--- src/rtl/bit_serial_adder_pkg.sv ---
// rtl/bit_serial_adder_pkg.sv - shared types and constants for the bit-serial adder
package bit_serial_adder_pkg;

   // Default operand/result width
   localparam int DEFAULT_WIDTH = 8;

   // Controller states
   typedef enum logic [1:0] {
      IDLE  = 2'd0,
      SHIFT = 2'd1,
      DONE  = 2'd2
   } state_t;

   // Bit-counter width; one extra bit so the count can never wrap inside a transaction
   function automatic int cnt_width(input int w);
      return $clog2(w) + 1;
   endfunction

endpackage

--- src/rtl/serial_fa_cell.sv ---
// rtl/serial_fa_cell.sv - combinational full-adder bit built from two half adders
module serial_fa_cell (
   input  logic i_a,
   input  logic i_b,
   input  logic i_c,
   output logic o_s,
   output logic o_c
);

   logic w_p1;
   logic w_g1;
   logic w_g2;

   // First half adder: operand bits; second: partial sum with carry-in
   assign w_p1 = i_a ^ i_b;
   assign w_g1 = i_a & i_b;
   assign o_s  = w_p1 ^ i_c;
   assign w_g2 = w_p1 & i_c;
   assign o_c  = w_g1 | w_g2;

endmodule

--- src/rtl/bit_serial_adder.sv ---
// rtl/bit_serial_adder.sv - LSB-first bit-serial adder with valid/ready handshakes
module bit_serial_adder
   import bit_serial_adder_pkg::*;
#(
   parameter int WIDTH = DEFAULT_WIDTH
) (
   input  logic             clk,
   input  logic             rst,
   input  logic             in_valid,
   output logic             in_ready,
   input  logic [WIDTH-1:0] a,
   input  logic [WIDTH-1:0] b,
   input  logic             cin,
   output logic [WIDTH-1:0] sum,
   output logic             cout,
   output logic             out_valid,
   input  logic             out_ready,
   output logic             bit_a,
   output logic             bit_b,
   output logic             bit_s,
   output logic             bit_c,
   output logic             busy
);

   localparam int CNT_W = cnt_width(WIDTH);

   state_t           r_state;
   state_t           w_next;
   logic [WIDTH-1:0] r_a;
   logic [WIDTH-1:0] r_b;
   logic [WIDTH-1:0] r_sum;
   logic             r_carry;
   logic [CNT_W-1:0] r_cnt;

   logic w_hs_in;
   logic w_last;
   logic w_s;
   logic w_c;

   assign in_ready  = (r_state == IDLE);
   assign w_hs_in   = in_valid & in_ready;
   assign w_last    = (r_cnt == CNT_W'(WIDTH - 1));
   assign out_valid = (r_state == DONE);
   assign busy      = (r_state == SHIFT) || (r_state == DONE);
   assign sum       = r_sum;
   assign cout      = r_carry;

   serial_fa_cell u_fa (
      .i_a (r_a[0]),
      .i_b (r_b[0]),
      .i_c (r_carry),
      .o_s (w_s),
      .o_c (w_c)
   );

   // Debug pins show live serial bits only while shifting; carry is always visible
   assign bit_a = (r_state == SHIFT) ? r_a[0] : 1'b0;
   assign bit_b = (r_state == SHIFT) ? r_b[0] : 1'b0;
   assign bit_s = (r_state == SHIFT) ? w_s    : 1'b0;
   assign bit_c = r_carry;

   // State register
   always_ff @(posedge clk) begin
      if (rst) r_state <= IDLE;
      else     r_state <= w_next;
   end

   // Next-state logic
   always_comb begin
      w_next = r_state;
      case (r_state)
         IDLE:    if (w_hs_in)   w_next = SHIFT;
         SHIFT:   if (w_last)    w_next = DONE;
         DONE:    if (out_ready) w_next = IDLE;
         default:                w_next = IDLE;
      endcase
   end

   // Datapath: load on accept, one bit per cycle while shifting, hold otherwise
   always_ff @(posedge clk) begin
      if (rst) begin
         r_a     <= '0;
         r_b     <= '0;
         r_sum   <= '0;
         r_carry <= 1'b0;
         r_cnt   <= '0;
      end else if (w_hs_in) begin
         r_a     <= a;
         r_b     <= b;
         r_carry <= cin;
         r_cnt   <= '0;
      end else if (r_state == SHIFT) begin
         r_sum   <= {w_s, r_sum[WIDTH-1:1]};
         r_a     <= {1'b0, r_a[WIDTH-1:1]};
         r_b     <= {1'b0, r_b[WIDTH-1:1]};
         r_carry <= w_c;
         r_cnt   <= r_cnt + CNT_W'(1);
      end
   end

endmodule

--- config.mk ---
export PLATFORM = sky130hd
export DESIGN_NAME = bit_serial_adder
export DESIGN_NICKNAME = d
export VERILOG_FILES = /design/src/rtl/bit_serial_adder_pkg.sv /design/src/rtl/serial_fa_cell.sv /design/src/rtl/bit_serial_adder.sv
export SDC_FILE = /design/constraint.sdc
export NUM_CORES = 1
export LEC_CHECK = 0
export ABC_AREA = 1
export CAP_MARGIN = 20
export CORE_MARGIN = 2
export CORE_UTILIZATION = 25
export CTS_BUF_LIST = sky130_fd_sc_hd__clkbuf_8 sky130_fd_sc_hd__clkbuf_16
export DETAILED_ROUTE_END_ITERATION = 8
export PLACE_DENSITY = 0.57
export SETUP_SLACK_MARGIN = 0.1
export SLEW_MARGIN = 20
export SYNTH_ARGS = -nofsm -noshare
export SYNTH_HDL_FRONTEND = slang
export SYNTH_SLANG_ARGS = --single-unit
--- constraint.sdc ---
create_clock -name clk -period 1.46 [get_ports clk]
set_input_delay 0.292 -clock clk [delete_from_list [all_inputs] [get_ports clk]]
set_output_delay 0.292 -clock clk [all_outputs]
set_load 0.01 [all_outputs]
Word level (Yosys, flattened, before mapping) --
Cells that the tools add are included.
Operators by class: add/sub/neg operators 1, equality and inequality tests 6, mux-type cells 13, bitwise logic cells 7, reduce and logical (&&, ||, !) cells 6
Operators with widths (number):
- $mux W8 | 4
- $mux W2 | 3
- $pmux W2 S3 | 1
- $mux W1 | 5
- $add A4 B1 Y4 const B | 1
- $eq A4 B3 Y1 const B | 1
- $ne A2 B1 Y1 const B | 2
- $and A1 B1 Y1 | 3
- $reduce_and A3 Y1 | 1
- $eq A2 B1 Y1 const B | 1
- $eq A2 B2 Y1 const B | 1
- $logic_not A2 Y1 | 1
- $ne A2 B2 Y1 const B | 1
- $reduce_and A2 Y1 | 1
- $reduce_bool A2 Y1 | 1
- $reduce_or A2 Y1 | 1
- $xor A1 B1 Y1 | 2
- $logic_or A1 B1 Y1 | 1
- $not A1 Y1 | 1
- $or A1 B1 Y1 | 1
Word-level totals: bits in registers 31, bits of input ports 21, output and inout bits 16

Depth between registers and ports, before layout --
Gate-level depths: netlist (run 1).
word-level depth 5, mapped depth 8, gate-level depth less buffers 8

By module --
From an unflattened synthesis (run 1), not the netlist that was laid out.
Second synthesis, totals: cell total of the unflattened synthesis 193, area total of the unflattened synthesis 1501.4 sq um
By module, submodules not included:
- bit_serial_adder | instances 1, cells an instance 192, area an instance 1481.4 sq um, seq. area each 620.6 sq um
- serial_fa_cell | instances 1, cells an instance 1, area an instance 20.0 sq um, seq. area each 0.0 sq um

Least setup slack after synthesis (run 1) --
No wires, ideal clock.
kind flip-flop to flip-flop, from reg r_state[0], to reg r_a[5], library setup time 66 ps, arrival time 1274 ps, data required time 1394 ps, slack 120 ps, stages on the path, launching flop included 9, buffers on the path 1, clock period less this slack 1340 ps, cell sequence dfxtp_1 > inv_1 > ha_1 > nand2_4 > inv_4 > nor2_8 > buf_12 > nand2_2 > a21oi_2
On the way: cells in the longest elaborated chain, start to end 3, elaborated cells between the ends (all ways) 5, classes of those cells eq/ne: 1; mux: 1; bitwise: 1; reduce/logical: 2
Ends and longest elaborated chain:
- start: declaration | RTL line bit_serial_adder.sv:27 | state_t r_state;
- start signal: assignment | RTL line bit_serial_adder.sv:65 | else r_state <= w_next;
- $logic_not A2 Y1 * | RTL line bit_serial_adder.sv:40 | assign in_ready = (r_state == IDLE);
- named net in_ready | RTL line bit_serial_adder.sv:10 | output logic in_ready,
- $and A1 B1 Y1 * | RTL line bit_serial_adder.sv:41 | assign w_hs_in = in_valid & in_ready;
- $mux W8 / $reduce_bool A2 Y1 (equally long branches)
- end signal: assignment | RTL line bit_serial_adder.sv:94 | r_a <= {1'b0, r_a[WIDTH-1:1]};
- end: declaration | RTL line bit_serial_adder.sv:29 | logic [WIDTH-1:0] r_a;
Mark *: on every way through the listed nets, which the timed path passes. The rest lies on a longest branch. A chain may end at the register's enable or synchronous reset.

Worst setup path in the final report (run 1) --
from reg r_a[0], to out bit_s
On the way: cells in the longest elaborated chain, start to end 3
Ends and longest elaborated chain:
- $xor A1 B1 Y1 | RTL line serial_fa_cell.sv:15 | assign w_p1 = i_a ^ i_b;
- $xor A1 B1 Y1 | RTL line serial_fa_cell.sv:17 | assign o_s = w_p1 ^ i_c;
- named net u_fa.o_s | RTL line serial_fa_cell.sv:6 | output logic o_s,
- $mux W1 | RTL line bit_serial_adder.sv:59 | assign bit_s = (r_state == SHIFT) ? w_s : 1'b0;
- end: declaration | RTL line bit_serial_adder.sv:20 | output logic bit_s,
The timed path passes the listed nets, and every way through them passes these cells.

==> results.sh, run 1 <==
export IMPL_status="finished with violations"
export IMPL_violations="negative setup slack"
export IMPL_boundaryPins=37
export IMPL_grt_pass1_vias=1242
export IMPL_drive_gt1_share_pct=39.84
export IMPL_ir_drop_uv=746.7
export IMPL_drv_slew=0
export IMPL_viasPerCell=4.215
export IMPL_netlist_area_um2=1501
export IMPL_cp_slowest_cell="fa_1"
export IMPL_cts_buffer_depth=2
export IMPL_drc=0
export IMPL_timing_fmax_mhz=603.2
export IMPL_synth_seq_cells=31
export IMPL_die_w_um=81.50
export IMPL_cp_slowest_stage_delay_ps=550
export IMPL_cp_start_kind="register"
export IMPL_routed_wl_mm=3.601
export IMPL_die_area_um2=6641
export IMPL_grt_first_pass_wirelength_mm=5.520
export IMPL_synthToLayoutAreaGrowth_pct=60.00
export IMPL_busiest_layer="met2"
export IMPL_start_util_pct=25.66
export IMPL_clock_sinks=31
export IMPL_syn_num_nets=220
export IMPL_end_kind="primary output"
export IMPL_clk_pin_slew_worst_paths_ps=60
export IMPL_dr_total_vias=1395
export IMPL_timing_slew_headroom_pct=84.49
export IMPL_grt_use_met3_pct=2.967
export IMPL_hold_viol=0
export IMPL_postPlaceCellArea_um2=2011
export IMPL_routabilityCongestion=0.7116
export IMPL_gr_total_overflow=0
export IMPL_numCtsBuffers=5
export IMPL_setup_viol=1
export IMPL_cts_hold_buf=0
export IMPL_rsz0062_at_grt="yes"
export IMPL_nets=282
export IMPL_final_cell_mix="nand2_1, dfxtp_1, o21ai_1, clkdlybuf4s50_1, nor2_1"
export IMPL_path_cells="fa_1 > nand2_1 > inv_1 > buf_2"
export IMPL_critPathArrivalTime_ps=1370
export IMPL_insertion_delay_ps=280
export IMPL_post_route_min_period_ps=1658
export IMPL_port_buffers=36
export IMPL_min_delay_path_class="reg -> reg"
export IMPL_wl_per_cell_um=10.88
export IMPL_final_common_cell="nand2_1"
export IMPL_antenna_found_initial=0
export IMPL_core_um2=5851
export IMPL_nFillCells=590
export IMPL_chipHeight_um=81.50
export IMPL_grt_met1_usage_pct=13.35
export IMPL_ant_nets=0
export IMPL_maxCapViolCount=0
export IMPL_postSynthCellCount=193
export IMPL_place_ws_ps=-336.7
export IMPL_cts_tree="done"
export IMPL_diodes=0
export IMPL_path_class="reg -> out"
export IMPL_worstPathMaxFanout=2
export IMPL_fin_area_um2=2402
export IMPL_drt_iter0_drc=82
export IMPL_met2_usage_pct=18.11
export IMPL_synth_cell_types=21
export IMPL_fin_crit_sh_pct=113.5
export IMPL_p_per_area_nw_per_um2=1928
export IMPL_cts_htree_levels=2
export IMPL_post_dp_hpwl_mm=2.309
export IMPL_worstPathRequired_ps=1170
export IMPL_layout_setup_ws_ps=-197.8
export IMPL_skew_ps=3.410
export IMPL_globalRouteTotalUtil_pct=10.80
export IMPL_firstDrtPassIters=4
export IMPL_grt_max_degree=25
export IMPL_placementRows=28
export IMPL_worst_pin_slew_ps=232.1
export IMPL_yosysWarnings=0
export IMPL_avgSynthCellArea_um2=7.779
export IMPL_seq_area_frac_synth_pct=41.33
export IMPL_power_leakage_nw=1.042
export IMPL_cts_root_buf="clkbuf_8"
-- state kept, by name (all words and copies together), names as in the netlist --
signal / flops
r_a: 8
r_b: 8
sum: 8
r_cnt: 4
r_state: 2
bit_c: 1
-- logic make-up (layout without fill, tap and decap cells) --
logic type      count (synthesis)  count (layout)  share of synthesized area (%)
compound gates                 48              48                          18.50
xor+xnor                        1               1                         0.5834
fa+ha+maj                       6               6                          5.500
buf+inv                        23              85                          9.000
flops                          31              31                          41.33
simple gates                   84              85                          25.08
-- path summary, 6_finish.rpt --
kind | to | slack, ps | cells past startpoint | start
setup / recovery | bit_s | -200 | 4 | r_a[0]$_SDFFE_PP0P_
hold / removal | r_b[2]$_SDFFE_PP0P_ | 450 | 2 | r_b[2]$_SDFFE_PP0P_
setup reg to reg | r_b[1]$_SDFFE_PP0P_ | 80 | 7 | r_state[0]$_SDFFE_PP0P_
hold reg to reg | r_b[2]$_SDFFE_PP0P_ | 450 | 2 | r_b[2]$_SDFFE_PP0P_
-- cells in the mapped netlist --
library cell / instances / share of area [%]
nor3b_1: 2 / 1.0
dfxtp_1: 31 / 41
nor2_1: 21 / 5.3
fa_1: 1 / 1.3
nand2_4: 1 / 0.75
inv_4: 1 / 0.42
inv_2: 5 / 1.3
o21ai_1: 23 / 7.7
buf_12: 1 / 1.3
nor2_8: 1 / 1.3
buf_2: 3 / 1.0
ha_1: 5 / 4.2
nand3_1: 4 / 1.3
inv_1: 8 / 2.0
buf_6: 2 / 1.5
buf_4: 3 / 1.5
nand2_1: 45 / 11
a21oi_1: 15 / 5.0
xor2_1: 1 / 0.58
a21oi_2: 10 / 5.8
nand2_2: 10 / 4.2
-- metrics by stage --
| stage | util (%) | hold WS [ps] | instances | TNS [ps] | power [W] |
|---|---|---|---|---|---|
| after floorplan | - | 361.1 | 193 | 0 | 0.002569 |
| after detailed placement | 34.37 | 451.7 | 313 | -686.7 | 0.003279 |
| after CTS | 36.66 | 460.4 | 323 | -206.7 | 0.004068 |
| after global placement | 34.37 | 450.8 | 313 | -646.4 | 0.003267 |
| final | 41.06 | 450.6 | 331 | -197.8 | 0.004632 |
| after global routing | 41.06 | 464.8 | 331 | -292.2 | 0.005004 |
-- power by group --
group | switching, W | internal (W)
logic | 0.00130 | 0.00131
registers | 0.000176 | 0.00111
clock network | 0.000309 | 0.000423
-- layer usage --
metal | vias up | wire [µm] | share of wire (%)
met1 | 619 | 1639 | 46
met2 | 25 | 1785 | 50
met3 | 5 | 151 | 4.2
met5 | - | 0 | 0
met4 | 0 | 25 | 0.69
li1 | 746 | - | -
-- worst max-delay path: cells and delay by family (launching register included) --
| family | cells | cell delay (ps) |
|---|---|---|
| AND/OR/NAND/NOR | 1 | 50 |
| adder cells (fa/ha/maj) | 1 | 550 |
| flip-flops | 1 | 330 |
| buffers and inverters | 2 | 160 |
-- area by class of cell --
class | count | area, µm² | area share [%]
well taps | 75 | 93.84 | 3.906
repair buffers | 62 | 615.6 | 25.63
inverters | 14 | 62.56 | 2.604
repair inverters | 1 | 7.507 | 0.3125
clock inverters | 1 | 3.754 | 0.1563
clock buffers | 7 | 96.34 | 4.010
flip-flops and latches | 31 | 625.6 | 26.04
multi-input cells | 140 | 897.1 | 37.34
-- what timing repair did --
action | CTS | global route
setup endpoints to repair | 39 | 28
buffers inserted | 1 | 5
cloned | 1 | 3
endpoints found under the hold margin | 0 | 0
resized for setup | 49 | 42
pin swaps | 6 | 12
Note: power is estimated with default switching activity, not from simulation.
==> run 2: changes to the inputs <==
--- a/config.mk
+++ b/config.mk
@@ -8,10 +8,10 @@
 export ABC_AREA = 1
 export CAP_MARGIN = 20
 export CORE_MARGIN = 2
-export CORE_UTILIZATION = 25
+export CORE_UTILIZATION = 48
 export CTS_BUF_LIST = sky130_fd_sc_hd__clkbuf_8 sky130_fd_sc_hd__clkbuf_16
 export DETAILED_ROUTE_END_ITERATION = 8
-export PLACE_DENSITY = 0.57
+export PLACE_DENSITY = 0.89
 export SETUP_SLACK_MARGIN = 0.1
 export SLEW_MARGIN = 20
 export SYNTH_ARGS = -nofsm -noshare
==> run 2 against run 1 <==
  * The flow still finishes with violations (negative setup slack)
  * Non-clock buffer count is 5 lower
  * Clock skew is 4.7 ps higher
  * Die area is 46% lower
  * Clock power is 6.3% lower
  * Fmax is 0.32% higher
  * Global-route usage is 9.7 points higher
  * Final cell count is 15% lower
  * Register-to-register slack better by 40 ps
  * Largest power group unchanged
==> results.sh, run 2 (synthesized netlist as in run 1, its figures left out) <==
export IMPL_ant_nets=0
export IMPL_grt_pass1_vias=1330
export IMPL_antenna_found_initial=0
export IMPL_gr_total_overflow=0
export IMPL_drc=0
export IMPL_path_class="reg -> out"
export IMPL_drt_iter0_drc=51
export IMPL_worstPathMaxFanout=2
export IMPL_cp_slowest_cell="fa_1"
export IMPL_crit_family="adder cells"
export IMPL_switching_power_w=0.001667
export IMPL_cts_hold_buf=0
export IMPL_fin_setup_tns_ps=-192.5
export IMPL_synthToLayoutAreaGrowth_pct=44.67
export IMPL_dr_total_vias=1417
export IMPL_timing_fmax_mhz=605.2
export IMPL_post_route_min_period_ps=1652
export IMPL_routabilityCongestion=0.7463
export IMPL_globalRouteTotalUtil_pct=20.46
export IMPL_diodes=0
export IMPL_finalPower_w=0.004301
export IMPL_rsz0062_at_grt="yes"
export IMPL_holdPathStages=2
export IMPL_grt_max_degree=21
export IMPL_boundaryPins=37
export IMPL_drv_slew=0
export IMPL_skew_ps=8.116
export IMPL_critPathArrivalTime_ps=1360
export IMPL_wl_per_cell_um=11.73
export IMPL_power_frac_comb_pct=54.2
export IMPL_nets=275
export IMPL_crit_buf_inv=2
export IMPL_die_area_um2=3592
export IMPL_reg2reg_depth=7
export IMPL_violations="negative setup slack"
export IMPL_final_common_cell="nand2_1"
export IMPL_viasPerCell=5.043
export IMPL_grt_first_pass_wirelength_mm=5.471
export IMPL_power_leakage_nw=0.9766
export IMPL_maxCapViolCount=0
export IMPL_placementRows=20
export IMPL_die_w_um=59.93
export IMPL_layout_setup_ws_ps=-192.5
export IMPL_cts_buffer_depth=2
export IMPL_core_um2=3003
export IMPL_switching_share_pct=38.75
export IMPL_cp_depth=4
export IMPL_worst_pin_slew_ps=234.3
export IMPL_seqPwrFrac_pct=29.9
export IMPL_clk_pin_slew_worst_paths_ps=70
export IMPL_port_buffers=36
export IMPL_timing_slew_headroom_pct=84.36
export IMPL_setup_viol=1
export IMPL_nFillCells=235
export IMPL_cts_htree_levels=2
export IMPL_place_ws_ps=-318.5
export IMPL_power_internal_w=0.002634
export IMPL_cts_tree="done"
export IMPL_cts_root_buf="clkbuf_8"
export IMPL_cp_slowest_stage_delay_ps=550
export IMPL_utilization_pct=72.33
export IMPL_numCtsBuffers=5
export IMPL_final_cell_mix="nand2_1, dfxtp_1, o21ai_1, nor2_1, clkdlybuf4s50_1"
export IMPL_hold_ws_ps=462.6
export IMPL_status="finished with violations"
export IMPL_cp_start_kind="register"
export IMPL_ir_drop_uv=1007
export IMPL_p_per_area_nw_per_um2=1980
export IMPL_routed_wl_mm=3.296
export IMPL_start_util_pct=50.00
export IMPL_p_clk_share_pct=16.0
export IMPL_end_kind="primary output"
export IMPL_drive_gt1_share_pct=30.65
export IMPL_fin_crit_sh_pct=113.2
export IMPL_worstPathRequired_ps=1170
export IMPL_path_cells="fa_1 > nand2_1 > inv_1 > buf_2"
export IMPL_post_dp_hpwl_mm=2.187
export IMPL_firstDrtPassIters=4
export IMPL_hold_viol=0
export IMPL_min_delay_path_class="reg -> reg"
export IMPL_clock_sinks=31
export IMPL_chipHeight_um=59.93
export IMPL_insertion_delay_ps=290
==> run 2: path summary, 6_finish.rpt <==
kind	startpoint	to	slack, ps
worst min-delay path	r_a[1]$_SDFFE_PP0P_	r_a[0]$_SDFFE_PP0P_	460
worst max-delay path	bit_c$_SDFFE_PP0P_	bit_s	-190
worst min register to register	r_a[1]$_SDFFE_PP0P_	r_a[0]$_SDFFE_PP0P_	460
worst max register to register	r_state[0]$_SDFFE_PP0P_	r_cnt[3]$_SDFFE_PP0N_	120
==> run 2: through the flow <==
stage / instance area, µm² / std cells
2_1_floorplan: 1501 / 193
3_3_place_gp: 1943 / 269
3_5_place_dp: 1943 / 269
4_1_cts: 2086 / 281
5_1_grt: 2172 / 281
6_report: 2172 / 281
==> run 2: layout make-up <==
| type | instances | area [µm²] | area share [%] |
|---|---|---|---|
| multi-input combinational | 139 | 819.5 | 37.73 |
| sequential | 31 | 625.6 | 28.80 |
| timing repair buffer | 57 | 538.0 | 24.77 |
| clock buffer | 6 | 82.58 | 3.802 |
| inverter | 14 | 60.06 | 2.765 |
| tap | 33 | 41.29 | 1.901 |
| clock inverter | 1 | 5.005 | 0.2304 |
==> run 2: routing by layer <==
metal / vias to the layer above / wire, µm / GRT usage, % / share of wire, %
met1: 639 / 1364 / 22.80 / 41
met4: 0 / 81 / 7.619 / 2.5
met2: 34 / 1705 / 36.02 / 52
met5: - / 0 / 0 / 0
met3: 9 / 143 / 6.494 / 4.3
li1: 735 / - / - / -
==> run 2: worst min-delay path, stage by stage, from the launching register on <==
cell,delay (ps)
dfxtp_1,310
nand2_1,50
a21oi_1,50
==> run 2: power by group through the flow <==
stage	logic, W	registers, W	clock network [W]
floorplan	0.00126	0.00131	0
global placement	0.00191	0.00127	0
detailed placement	0.00195	0.00129	0
CTS	0.00207	0.00128	0.000693
global route	0.00257	0.00132	0.000731
finish	0.00233	0.00128	0.000686
==> run 2: timing repair <==
item	4_1_cts	5_1_grt
pin swaps	6	5
setup endpoints to repair	38	30
resized for setup	44	21
setup buffers	5	0
